===== src/rtl/ibex_pkg.sv =====
// Shared types for the inter-core message port.
package ibex_pkg;

  localparam int unsigned MsgLenW = 2;

  typedef struct packed {
    logic [4:0]         addr;
    logic [MsgLenW-1:0] len;
    logic [31:0]        data;
    logic [31:0]        msg1;
    logic [31:0]        msg2;
    logic [31:0]        msg3;
  } msg_pkt_t;

  // Zero every message word whose index exceeds the packet length.
  function automatic msg_pkt_t msg_mask(msg_pkt_t p);
    msg_pkt_t m;
    m = p;
    if (p.len < MsgLenW'(1)) m.msg1 = '0;
    if (p.len < MsgLenW'(2)) m.msg2 = '0;
    if (p.len < MsgLenW'(3)) m.msg3 = '0;
    return m;
  endfunction

endpackage


===== src/rtl/ibex_msg_fifo.sv =====
// First-word-fall-through FIFO of message packets, wrap-bit pointers.
module ibex_msg_fifo
  import ibex_pkg::*;
#(
  parameter int unsigned Depth = 4,
  parameter int unsigned CntW  = $clog2(Depth) + 1
) (
  input  logic            clk_i,
  input  logic            rst_i,
  input  logic            push_i,
  input  logic            pop_i,
  input  msg_pkt_t        wdata_i,
  output msg_pkt_t        rdata_o,
  output logic [CntW-1:0] count_o,
  output logic            full_o,
  output logic            empty_o
);

  localparam int unsigned AddrW = CntW - 1;

  logic [CntW-1:0] r_wptr;
  logic [CntW-1:0] r_rptr;
  msg_pkt_t        r_mem [Depth];

  logic            w_do_pop;
  logic            w_do_push;

  assign count_o   = r_wptr - r_rptr;
  assign empty_o   = (count_o == '0);
  assign full_o    = (count_o == CntW'(Depth));
  // A pop frees the slot the same-edge push needs, so push at full is fine then.
  assign w_do_pop  = pop_i && !empty_o;
  assign w_do_push = push_i && (!full_o || w_do_pop);

  // Pointer registers; the extra top bit distinguishes full from empty.
  always_ff @(posedge clk_i or posedge rst_i) begin
    if (rst_i) begin
      r_wptr <= '0;
      r_rptr <= '0;
    end else begin
      if (w_do_push) r_wptr <= r_wptr + CntW'(1);
      if (w_do_pop)  r_rptr <= r_rptr + CntW'(1);
    end
  end

  // Payload storage, deliberately not reset.
  always_ff @(posedge clk_i) begin
    if (w_do_push) r_mem[r_wptr[AddrW-1:0]] <= wdata_i;
  end

  // Head is gated to zero while empty so stale storage never leaks out.
  assign rdata_o = empty_o ? '0 : r_mem[r_rptr[AddrW-1:0]];

endmodule


===== src/rtl/ibex_msg_mailbox.sv =====
// Receive-side message mailbox: masks and buffers producer pulses,
// hands them to the consumer over valid/ready, counts drops.
module ibex_msg_mailbox
  import ibex_pkg::*;
#(
  parameter int unsigned Depth = 4,
  parameter int unsigned CntW  = $clog2(Depth) + 1
) (
  input  logic               clk_i,
  input  logic               rst_i,
  input  logic               prod_valid_i,
  input  logic [4:0]         prod_addr_i,
  input  logic [MsgLenW-1:0] prod_len_i,
  input  logic [31:0]        prod_data_i,
  input  logic [31:0]        prod_msg1_i,
  input  logic [31:0]        prod_msg2_i,
  input  logic [31:0]        prod_msg3_i,
  output logic               cons_valid_o,
  input  logic               cons_ready_i,
  output logic [4:0]         cons_addr_o,
  output logic [MsgLenW-1:0] cons_len_o,
  output logic [31:0]        cons_data_o,
  output logic [31:0]        cons_msg1_o,
  output logic [31:0]        cons_msg2_o,
  output logic [31:0]        cons_msg3_o,
  output logic [CntW-1:0]    count_o,
  output logic               full_o,
  output logic               empty_o,
  output logic               overflow_o,
  output logic [7:0]         drop_cnt_o,
  input  logic               clear_i
);

  msg_pkt_t w_wdata;
  msg_pkt_t w_head;
  logic     w_pop;
  logic     w_drop;

  logic       r_overflow;
  logic [7:0] r_drop_cnt;

  // Build the packet and apply length masking before it is stored.
  always_comb begin
    w_wdata      = '0;
    w_wdata.addr = prod_addr_i;
    w_wdata.len  = prod_len_i;
    w_wdata.data = prod_data_i;
    w_wdata.msg1 = prod_msg1_i;
    w_wdata.msg2 = prod_msg2_i;
    w_wdata.msg3 = prod_msg3_i;
    w_wdata      = msg_mask(w_wdata);
  end

  ibex_msg_fifo #(
    .Depth (Depth),
    .CntW  (CntW)
  ) u_fifo (
    .clk_i   (clk_i),
    .rst_i   (rst_i),
    .push_i  (prod_valid_i),
    .pop_i   (w_pop),
    .wdata_i (w_wdata),
    .rdata_o (w_head),
    .count_o (count_o),
    .full_o  (full_o),
    .empty_o (empty_o)
  );

  assign cons_valid_o = !empty_o;
  assign w_pop        = cons_valid_o && cons_ready_i;
  assign w_drop       = prod_valid_i && full_o && !w_pop;

  assign cons_addr_o  = w_head.addr;
  assign cons_len_o   = w_head.len;
  assign cons_data_o  = w_head.data;
  assign cons_msg1_o  = w_head.msg1;
  assign cons_msg2_o  = w_head.msg2;
  assign cons_msg3_o  = w_head.msg3;

  // Sticky overflow and saturating drop count; a same-edge drop beats clear.
  always_ff @(posedge clk_i or posedge rst_i) begin
    if (rst_i) begin
      r_overflow <= 1'b0;
      r_drop_cnt <= '0;
    end else if (w_drop) begin
      r_overflow <= 1'b1;
      if (clear_i)              r_drop_cnt <= 8'd1;
      else if (r_drop_cnt != '1) r_drop_cnt <= r_drop_cnt + 8'd1;
    end else if (clear_i) begin
      r_overflow <= 1'b0;
      r_drop_cnt <= '0;
    end
  end

  assign overflow_o = r_overflow;
  assign drop_cnt_o = r_drop_cnt;

endmodule


===== config.mk =====
export PLATFORM = sky130hd
export DESIGN_NAME = ibex_msg_mailbox
export DESIGN_NICKNAME = d
export VERILOG_FILES = /design/src/rtl/ibex_pkg.sv /design/src/rtl/ibex_msg_fifo.sv /design/src/rtl/ibex_msg_mailbox.sv
export SDC_FILE = /design/constraint.sdc
export NUM_CORES = 1
export LEC_CHECK = 0
export BUFFER_PORTS_ARGS = -buffer_cell sky130_fd_sc_hd__buf_2
export CORE_ASPECT_RATIO = 0.7
export CORE_MARGIN = 10
export CORE_UTILIZATION = 55
export DETAILED_ROUTE_END_ITERATION = 16
export GPL_TIMING_DRIVEN = 0
export HOLD_SLACK_MARGIN = 0.08
export PLACE_DENSITY = 0.86
export RECOVER_POWER = 50
export SLEW_MARGIN = 15
export SYNTH_ARGS = -nofsm -noshare
export SYNTH_HDL_FRONTEND = slang
export SYNTH_HIERARCHICAL = 1
export SYNTH_SLANG_ARGS = --single-unit

===== constraint.sdc =====
create_clock -name clk_i -period 17.8 [get_ports clk_i]
set_clock_uncertainty 0.1 [all_clocks]
set_input_delay 1.78 -clock clk_i [delete_from_list [all_inputs] [get_ports clk_i]]
set_output_delay 1.78 -clock clk_i [all_outputs]
set_load 0.1 [all_outputs]

==> out/qor.txt <==
PLACEMENT
--------------------------------------------------------------------------------
Quantity of I/O buffers inserted on ports .........................          288
Routability congestion estimate from global placement .............        0.790
Pre-CTS setup slack ...............................................     12.96 ns
DP Wirelength .....................................................      32.6 mm

JOB
--------------------------------------------------------------------------------
# Max-Cap Violations ..............................................            1

DIE
--------------------------------------------------------------------------------
Die width .........................................................       259 µm
Starting Density ..................................................        0.555
# IOs .............................................................          290
Core outline area .................................................    39500 µm²
Die boundary height ...............................................       187 µm
Total number of placement rows ....................................           61
Full die area .....................................................    48400 µm²

LOGIC SYNTHESIS
--------------------------------------------------------------------------------
Cell taking the most area after synthesis .........................     edfxtp_1
Synthesized-area fraction occupied by ao, oa, aoi and oai cells ...      0.00547
Cell Area, Synth ..................................................    21900 µm²
Leading register cell type out of synthesis .......................     edfxtp_1
Synthesized-area fraction occupied by xor and xnor cells ..........      0.00314
Share of the synthesized area in the top cell type ................        0.739
Dominant cells by area after synthesis ............................ edfxtp_1 74%, mux4_2 14%, nor2b_1 4.8%
Area share of fa/ha/maj cells after synthesis .....................      0.00490
Main combinational cell family by area after synthesis ............ multiplexers
Cell variety after synth ..........................................           41
Ys async rst share ................................................       0.0270
Most instantiated cells after synthesis ........................... 540 x edfxtp_1, 169 x nor2b_1, 135 x mux4_2
Gate Count Post-Synth .............................................         1063
Portion of netlist area occupied by mux cells .....................        0.140
Post-Syn Area per Cell ............................................     20.6 µm²
Fraction of the yosys area taken by sequential cells ..............        0.756
Number of synthesized flops with an enable pin ....................          540
Synthesized flop and latch total ..................................          555
Fraction of the mapped netlist area in simple logic gates .........       0.0767
Synth warnings ....................................................            6
Library cell with the highest instance count after synthesis ......     edfxtp_1
Syn nets ..........................................................         1211

DETAILED ROUTING
--------------------------------------------------------------------------------
Via-per-instance ratio ............................................         5.71
Total wirelength of the detailed-routed design ....................      48.6 mm
Residual DRC count ................................................            0
Number of antenna-violating nets in the routed design .............            0
Iteration-0 DRC Markers ...........................................          899
Detailed-route via count ..........................................        11400
First-pass detailed-route iteration total .........................            5
Average wire length per cell after detail routing .................      24.4 µm

CLOCK NETWORK
--------------------------------------------------------------------------------
Num Clock Sinks ...................................................          555
Number of buffers on the longest clock path .......................            3
Number of cells upsized or downsized after cts ....................            0
Clock slew at reported path FFs ...................................      0.06 ns
Inserted Clock Buffers ............................................           50
H-tree depth ......................................................            2
Clock Latency Late Sink ...........................................      0.56 ns
Root buffer cell ..................................................    clkbuf_16
Post-CTS Setup Bufs ...............................................            0
Post-CTS Hold Buffers .............................................            0
TritonCTS clock tree ..............................................         done

MIN PATH
--------------------------------------------------------------------------------
Class of the tightest hold or removal check .......................      reg2reg

GLOBAL ROUTE
--------------------------------------------------------------------------------
Pin count of the biggest net entering global routing ..............           51
GRT Resource Usage Total ..........................................        0.199
Number of global-route vias before repair .........................        12155
Sum of overflow across all layers after global routing ............            0
Number of antenna violations at the first check in global routing .            4
Wire length of the first global-routing pass ......................      74.1 mm

TIMING
--------------------------------------------------------------------------------
Min Tclk post-route ...............................................      6.08 ns
Slew of the pin with the lowest slew margin .......................      2.08 ns
Max-slew violation total from the final report ....................           19
Period utilization ................................................        0.341
Max-slew headroom .................................................       -0.386
Count of final setup violators ....................................            0
Final setup TNS ...................................................         0 ns
Least setup slack across all paths after layout ...................     11.72 ns
Number of failing hold endpoints at the final stage ...............            0
Unrepaired setup endpoints after global routing ...................           no
Maximum clock rate ................................................    0.165 GHz

LAYOUT
--------------------------------------------------------------------------------
Area of the multi-input gates .....................................     5030 µm²
Register Area .....................................................    16600 µm²
Number of nets at the end of the flow .............................         1566
Synthesis-to-finish area growth ...................................        17.9%
Ratio of cells with drive above 1 in the final layout .............        0.338
Fillers ...........................................................         2665

WORST SETUP PATH
--------------------------------------------------------------------------------
Startpoint Class ..................................................         flop
Maximum fanout along the worst path ...............................           10
Type of the worst setup path ......................................      reg2out
Required time at the worst-slack endpoint .........................     15.92 ns
Data arrival, critical path .......................................      4.20 ns
Kind of end point of the critical path ............................   output pin

STATUS
--------------------------------------------------------------------------------
Run status ........................................................ complete, but fails checks
Violations in the final reports ................................... capacitance limit, slew limit

[final timing paths]
| kind | startpoint | to | depth (start not counted) | slack (ns) |
|---|---|---|---|---|
| min | u_fifo/r_wptr[1] | u_fifo/r_wptr[1] | 1 | 0.47 |
| max reg2reg | u_fifo/r_wptr[0] | u_fifo/r_mem[1][76] | 12 | 11.74 |
| max | u_fifo/r_wptr[0] | cons_msg1_o[23] | 9 | 11.72 |
| max in group asynchronous | rst_i | drop_cnt_o[4] | 2 | 16.26 |
| min reg2reg | u_fifo/r_wptr[1] | u_fifo/r_wptr[1] | 1 | 0.47 |
| min in group asynchronous | rst_i | u_fifo/r_wptr[1] | 2 | 1.04 |
[layer usage]
metal / share of wire / track usage
met4: 0.019 / 0.0447
met2: 0.50 / 0.332
met5: 0.00047 / 0
met3: 0.085 / 0.0516
met1: 0.39 / 0.261
[sequential cells by signal, indices dropped and copies added, names as in the netlist]
register       cells
u_fifo/r_mem     540
drop_cnt_o         8
u_fifo/r_rptr      3
overflow_o         1
u_fifo/r_wptr      3
[placed cells by master (no fill, tap or decap), drive strengths merged]
cell type	instances
clkinvlp	3
a311o	1
o2111ai	1
nand2b	1
and3	34
clkbuf	136
nand3	4
and3b	1
buf	284
inv	11
nor4b	1
a211oi	1
xnor2	4
xor2	1
nor2b	169
fa	1
nand4	3
nor2	9
dfrtp	15
a21boi	1
o311a	1
mux4	135
nand2	8
a21oi	3
bufinv	4
clkinv	25
o311ai	2
xor3	1
o211ai	1
and2	36
nor3	3
or3	3
ha	7
diode	2
edfxtp	540
mux2i	1
o21bai	1
o21ai	4
mux2	2
[critical path, cell delays in order (launching register included)]
cell and delay, ns:
dfrtp_1 0.38, inv_1 0.12, ha_1 0.23, fa_1 0.45
xor3_1 0.30, nor2_1 1.09, buf_4 0.38, buf_2 0.28
nor2b_1 0.11, buf_2 0.31
[metrics by stage]
stage	util	hold slack, ns	std cells	area (µm²)
final	0.655	0.473	1995	25900
after global routing	0.655	0.503	1994	25900
after CTS	0.659	0.475	1993	26000
after detailed placement	0.619	0.443	1901	24500
after global placement	0.608	0.434	1886	24100
after floorplan	-	0.432	1063	21900
[kinds of logic after synthesis]
logic type      after synthesis
compound gates               16
xor+xnor                      6
fa+ha+maj                     8
buf+inv                      68
flops                       555
mux                         138
simple gates                272
[cell type report]
| class | count | share of cell area |
|---|---|---|
| flip-flops and latches | 555 | 0.641 |
| multi-input cells | 440 | 0.194 |
| repair buffers | 303 | 0.0659 |
| clock buffers | 59 | 0.0505 |
| well taps | 535 | 0.0259 |
| clock inverters | 33 | 0.0104 |
| plain buffers | 58 | 0.0102 |
| inverters | 10 | 0.00145 |
| diodes | 2 | 0.000193 |
Power is left out: the tool's default activity adds up to more than one toggle a clock period on the data nets, which glitch-free logic cannot reach.
